[src/rtl/shift_reg_sipo_rx.sv]
// Serial-in/parallel-out frame receiver: assembles WIDTH bits started by sof
// and presents each completed word in a holding register with a valid/ack handshake.
module shift_reg_sipo_rx #(
  parameter int unsigned WIDTH     = 8,
  parameter bit          LSB_FIRST = 1'b1
) (
  input  logic             clk,
  input  logic             rst_n,
  input  logic             sin,
  input  logic             sin_en,
  input  logic             sof,
  output logic [WIDTH-1:0] dout,
  output logic             dout_valid,
  input  logic             dout_ack,
  output logic             busy,
  output logic             frame_err,
  output logic             overrun
);

  localparam int unsigned CW = $clog2(WIDTH + 1);

  typedef enum logic {IDLE, SHIFT} state_t;

  state_t           r_state, w_state_nxt;
  logic [WIDTH-1:0] r_shift, w_shift_nxt, w_base, w_ins;
  logic [CW-1:0]    r_cnt, w_cnt_nxt;
  logic [WIDTH-1:0] r_dout;
  logic             r_valid, r_busy, r_ferr, r_ovr;
  logic             w_complete, w_resync;

  always_comb begin
    w_state_nxt = r_state;
    w_cnt_nxt   = r_cnt;
    w_shift_nxt = r_shift;
    w_complete  = 1'b0;
    w_resync    = 1'b0;
    // A start bit always begins from a clean register so no stale bits survive
    w_base      = sof ? '0 : r_shift;
    w_ins       = LSB_FIRST ? {sin, w_base[WIDTH-1:1]} : {w_base[WIDTH-2:0], sin};
    case (r_state)
      IDLE: begin
        if (sin_en && sof) begin
          w_shift_nxt = w_ins;
          w_cnt_nxt   = CW'(1);
          w_state_nxt = SHIFT;
        end
      end
      SHIFT: begin
        if (sin_en) begin
          w_shift_nxt = w_ins;
          if (sof) begin
            w_resync  = 1'b1;
            w_cnt_nxt = CW'(1);
          end else if (r_cnt == CW'(WIDTH - 1)) begin
            w_complete  = 1'b1;
            w_cnt_nxt   = '0;
            w_state_nxt = IDLE;
          end else begin
            w_cnt_nxt = r_cnt + 1'b1;
          end
        end
      end
      default: w_state_nxt = IDLE;
    endcase
  end

  always_ff @(posedge clk or negedge rst_n) begin
    if (!rst_n) begin
      r_state <= IDLE;
      r_shift <= '0;
      r_cnt   <= '0;
      r_busy  <= 1'b0;
      r_ferr  <= 1'b0;
    end else begin
      r_state <= w_state_nxt;
      r_shift <= w_shift_nxt;
      r_cnt   <= w_cnt_nxt;
      r_busy  <= (w_state_nxt == SHIFT);
      r_ferr  <= w_resync;
    end
  end

  // An ack arriving with a completion frees the slot for the new word
  always_ff @(posedge clk or negedge rst_n) begin
    if (!rst_n) begin
      r_dout  <= '0;
      r_valid <= 1'b0;
      r_ovr   <= 1'b0;
    end else if (w_complete) begin
      if (!r_valid || dout_ack) begin
        r_dout  <= w_shift_nxt;
        r_valid <= 1'b1;
      end else begin
        r_ovr <= 1'b1;
      end
    end else if (r_valid && dout_ack) begin
      r_valid <= 1'b0;
    end
  end

  assign dout       = r_dout;
  assign dout_valid = r_valid;
  assign busy       = r_busy;
  assign frame_err  = r_ferr;
  assign overrun    = r_ovr;

endmodule

[config.mk]
export PLATFORM = sky130hd
export DESIGN_NAME = shift_reg_sipo_rx
export DESIGN_NICKNAME = d
export VERILOG_FILES = /design/src/rtl/shift_reg_sipo_rx.sv
export SDC_FILE = /design/constraint.sdc
export NUM_CORES = 1
export LEC_CHECK = 0
export ABC_AREA = 1
export CORE_AREA = 2 2 55 62
export CTS_CLUSTER_SIZE = 14
export DETAILED_ROUTE_END_ITERATION = 7
export DIE_AREA = 0 0 57 64
export GPL_TIMING_DRIVEN = 0
export PLACE_DENSITY_LB_ADDON = 0.05
export SYNTH_ARGS = -nofsm -noshare
export SYNTH_HDL_FRONTEND = slang
export SYNTH_SLANG_ARGS = --single-unit
export TNS_END_PERCENT = 10
[constraint.sdc]
create_clock -name clk -period 2.1 [get_ports clk]
set_input_delay 0.315 -clock clk [delete_from_list [all_inputs] [get_ports clk]]
set_output_delay 0.315 -clock clk [all_outputs]
set_load 0.005 [all_outputs]
; After elaboration in Yosys (flattened, before gate mapping)
; Index checks and enable logic that the tools add are counted.
[totals]
ff_bits = 24
[op_classes]
n_mux = 24
reduce_logical = 9
eq_ne = 4
bitwise_logic = 2
addsub = 1
[ops]
columns = cell, count
row1 = 8-bit two-way mux, 3
row2 = 4-bit two-way mux, 4
row3 = 8-bit one-hot mux with 2 select lines, 1
row4 = 1-bit two-way mux, 14
row5 = 4-bit one-hot mux with 2 select lines, 1
row6 = 2-bit AND reduction, 4
row7 = "4-bit by 1-bit adder with 4-bit output, second input constant", 1
row8 = "4-bit by 3-bit equality test with 1-bit output, second input constant", 1
row9 = "2-bit inequality test, second input constant", 2
row10 = 1-bit logical AND, 2
row11 = "2-bit by 1-bit inequality test with 1-bit output, second input constant", 1
row12 = 1-bit inverter, 2
row13 = 1-bit one-hot mux with 2 select lines, 1
row14 = 2-bit nonzero test, 1
row15 = 1-bit zero test, 1
row16 = 1-bit logical OR, 1

; Longest topological paths before layout
[depth]
depth_word = 7
ltp_mapped = 7

; Worst setup path after synthesis
; Ideal clock, no wire load.
[synth_timing]
kind = flip-flop to flip-flop
startpoint = register r_cnt[0]
endpoint = register r_dout[7] (netlist: dout[7])
required_time_ps = 1982
t_arrival_ps = 1097
stages_incl_launch_ff = 8
period_less_slack_ps = 1215
path_slack_ps = 885
path_cell_list = dfrtp_1 > ha_1 > nand2_1 > nor2_2 > nand3_4 > buf_6 > nand2_2 > o21ai_2
[synth_between]
elab_chain_len = 6
[synth_rtl]
columns = element, line_no
row1 = "start, declared", 26  ; logic [CW-1:0] r_cnt, w_cnt_nxt;
row2 = "start signal, assigned", 77  ; r_cnt <= w_cnt_nxt;
row3 = 4-bit by 3-bit equality test with 1-bit output, 54  ; end else if (r_cnt == CW'(WIDTH - 1)) begin
row4 = 1-bit two-way mux, 54
row5 = 1-bit two-way mux, 51  ; if (sof) begin
row6 = 1-bit two-way mux, 49  ; if (sin_en) begin
row7 = 1-bit two-way mux, 40  ; case (r_state)
row8 = 2-bit AND reduction (no source line), --
row9 = "end signal, assigned", 91  ; r_dout <= w_shift_nxt;
row10 = "end, declared", 27  ; logic [WIDTH-1:0] r_dout;
; Every way passes these cells.
; A chain may end at the register's enable or synchronous reset.

; Worst setup path after layout
[layout_timing]
startpoint = register r_busy (netlist: busy)
endpoint = output busy
[layout_lines]
columns = element, line_no
row1 = "start, declared", 28  ; logic r_valid, r_busy, r_ferr, r_ovr;
row2 = "start signal, assigned", 78  ; r_busy <= (w_state_nxt == SHIFT);
row3 = "end, declared", 15  ; output logic busy,
; No word-level cell between the ends.

==> results.yml <==
critical_path:
  arrival_ps: 1310
  cpPeakStageDelay_ps: 530
  cp-end-kind: "output pin"
  crit_family: "buffers and inverters"
  r2r-start: "r_cnt[1]"
  start_kind: "flop"
  worst-path-buf-inv: 1
  path_cells: "clkdlybuf4s50_1"
  crit_fanout: 5
  critPathLaunch: "busy"
  timing.setup.critical_path_class: "reg2out"
  slowest_stage: "clkdlybuf4s50_1"
  cp.required_ps: 1780
timing:
  whs_ps: 492.6
  fmax_mhz: 617.1
  tightest_slew_ps: 1064
  drv_slew: 0
  setup_violations: 0
  period_share: 0.7716
  fin_crit_ps: 1620
  setup_tns_ps: 0
  fin_skew_ps: 6.635
  relSlewSlack: 0.2884
  rsz0062_at_grt: "false"
  final_hold_viol_count: 0
power_and_ir_drop:
  peakVddDrop_mv: 0.3860
  p_leak_nw: 0.7110
  power_mw: 0.8703
  powerDensity_nw_per_um2: 615.0
yosys:
  synth_nets: 140
  synth.avg_cell_area_um2: 8.768
  yosys.cell_types.count: 22
  synth_area_leaders: "dfrtp_1 52%, nand2_1 15%, nand3_1 6.4%, o21ai_2 5.3%, inv_1 4.2%"
  synth.largest_area_cell: "dfrtp_1"
  yosysTopAreaCellShare: 0.5150
  ys_ff_latch: 24
  netlist_instances: 133
  yosysWarnings: 0
  yosysSeqAreaShare: 0.5150
  syn_area_um2: 1166
hold_path:
  hp-start: "overrun"
  holdCritPathClass: "reg2reg"
route:
  postRouteWirelength_mm: 2.347
  drt-initial-drc-count: 37
  via_count: 934
  drt_pre_antenna_iters: 4
  wl_per_cell_um: 12.48
  ant_nets: 0
  drc: 0
  viasPerCell: 4.968
final_layout:
  fillCellCount: 310
  drive_above_1_share: 0.1688
  final_common_cell: "nand2_1"
  area_growth_pct: 21.35
  diodes: 0
  final_net_count: 162
  register_area_um2: 600.6
  multi_input_area_um2: 465.4
  final_cell_mix: "47 x nand2_1, 24 x dfrtp_1, 17 x clkdlybuf4s50_1, 15 x nand3_1, 13 x inv_1"
  final_cell_area_um2: 1415
floorplan:
  pin_count: 18
  die_area_um2: 3648
  rows: 21
  core_area_um2: 2995
  die_w_um: 57
  initial_core_util: 0.3893
  dieHeight_um: 64
clock_tree:
  clockBufferDepth: 2
  htree_levels: 1
  hold_buffers: 0
  cts_setup_buffers: 0
  worstSkewPairLatency_ps: 310
  cts.clk_slew.worst_paths_ps: 140
  cts_buffers: 3
  clkSinkCount: 24
  root_buffer: "clkbuf_4"
  cts-resized-gates: 0
  cts_tree: "done"
grt:
  grt-ovfl-total: 0
  grtUsageMet2: 0.2270
  grtUsageMet3: 0.03036
  grt_pass1_vias: 866
  grt_pass1_wl_mm: 3.988
  grt_use_met1: 0.1825
  top_usage_layer: "met2"
  grt_max_degree: 25
  antenna_found_initial: 0
  grt_util_all_layers: 0.1402
placed_design:
  portBuffers: 17
  dpl.hpwl_mm: 1.636
  gp_congestion: 0.7725
  post_dp_cell_area_um2: 1379
run:
  max_cap_viol_count: 0
status:
  run_status: "complete, no violations"
area by class of cell:
class | instances | share of cell area
Buffer | 4 | 0.02918
Clock buffer | 4 | 0.02564
Inverter | 15 | 0.04156
Multi-Input combinational cell | 90 | 0.3289
Sequential cell | 24 | 0.4244
Tap cell | 34 | 0.03006
Timing Repair Buffer | 17 | 0.1202
report_power, final:
part / switching, mW / internal, mW
clock: 0.142 / 0.106
sequential: 0.0208 / 0.485
combinational: 0.0632 / 0.0528
total: 0.226 / 0.644
cell families after synthesis:
kind of cell,count (synthesis),share of synthesized area
compound gates,11,0.07403
xor+xnor,1,0.007512
fa+ha+maj,1,0.01073
buf+inv,19,0.08584
flops,24,0.5150
simple gates,77,0.3069
cell usage after synthesis, drive strengths merged:
library cell and number:
a21oi 1, buf 4, dfrtp 24, ha 1, inv 15, nand2 53, nand3 16, nand3b 1
nand4 3, nor2 4, o211ai 1, o21ai 8, o21bai 1, xnor2 1
through the flow:
| step | cells | setup slack (ps) | utilization |
|---|---|---|---|
| after floorplan | 133 | 884.7 | - |
| after global placement | 184 | 416.7 | 0.4603 |
| after detailed placement | 184 | 379.5 | 0.4603 |
| after CTS | 188 | 449.7 | 0.4724 |
| after global routing | 188 | 379.8 | 0.4724 |
| final | 188 | 479.6 | 0.4724 |
worst paths after layout:
kind,endpoint,slack (ps),depth (start not counted)
setup reg to reg,dout[6],690,7
setup / recovery,busy,480,1
hold / removal,overrun,490,1
max in group asynchronous,r_shift[2],900,1
min in group asynchronous,r_cnt[3],550,1
hold reg to reg,overrun,490,1
routing by layer:
metal	up-vias	part of all wire	wire, µm
li1	461	-	-
met1	455	0.49	1139
met2	16	0.46	1090
met3	2	0.042	98
met4	0	0.0081	19
met5	-	0	0
flip-flops by register name (all words and copies together), names as in the netlist:
register / flops
r_cnt: 4
r_shift: 8
busy: 1
dout: 8
dout_valid: 1
overrun: 1
frame_err: 1
worst register-to-register path, cell delays in order (launching register included):
cell     delay (ps)
dfrtp_1         430
ha_1            240
nand2_1          80
nor2_2          130
nand3_4         140
buf_6           190
nand2_2          70
o21ai_2          40
Power figures use the tool's default switching activity.
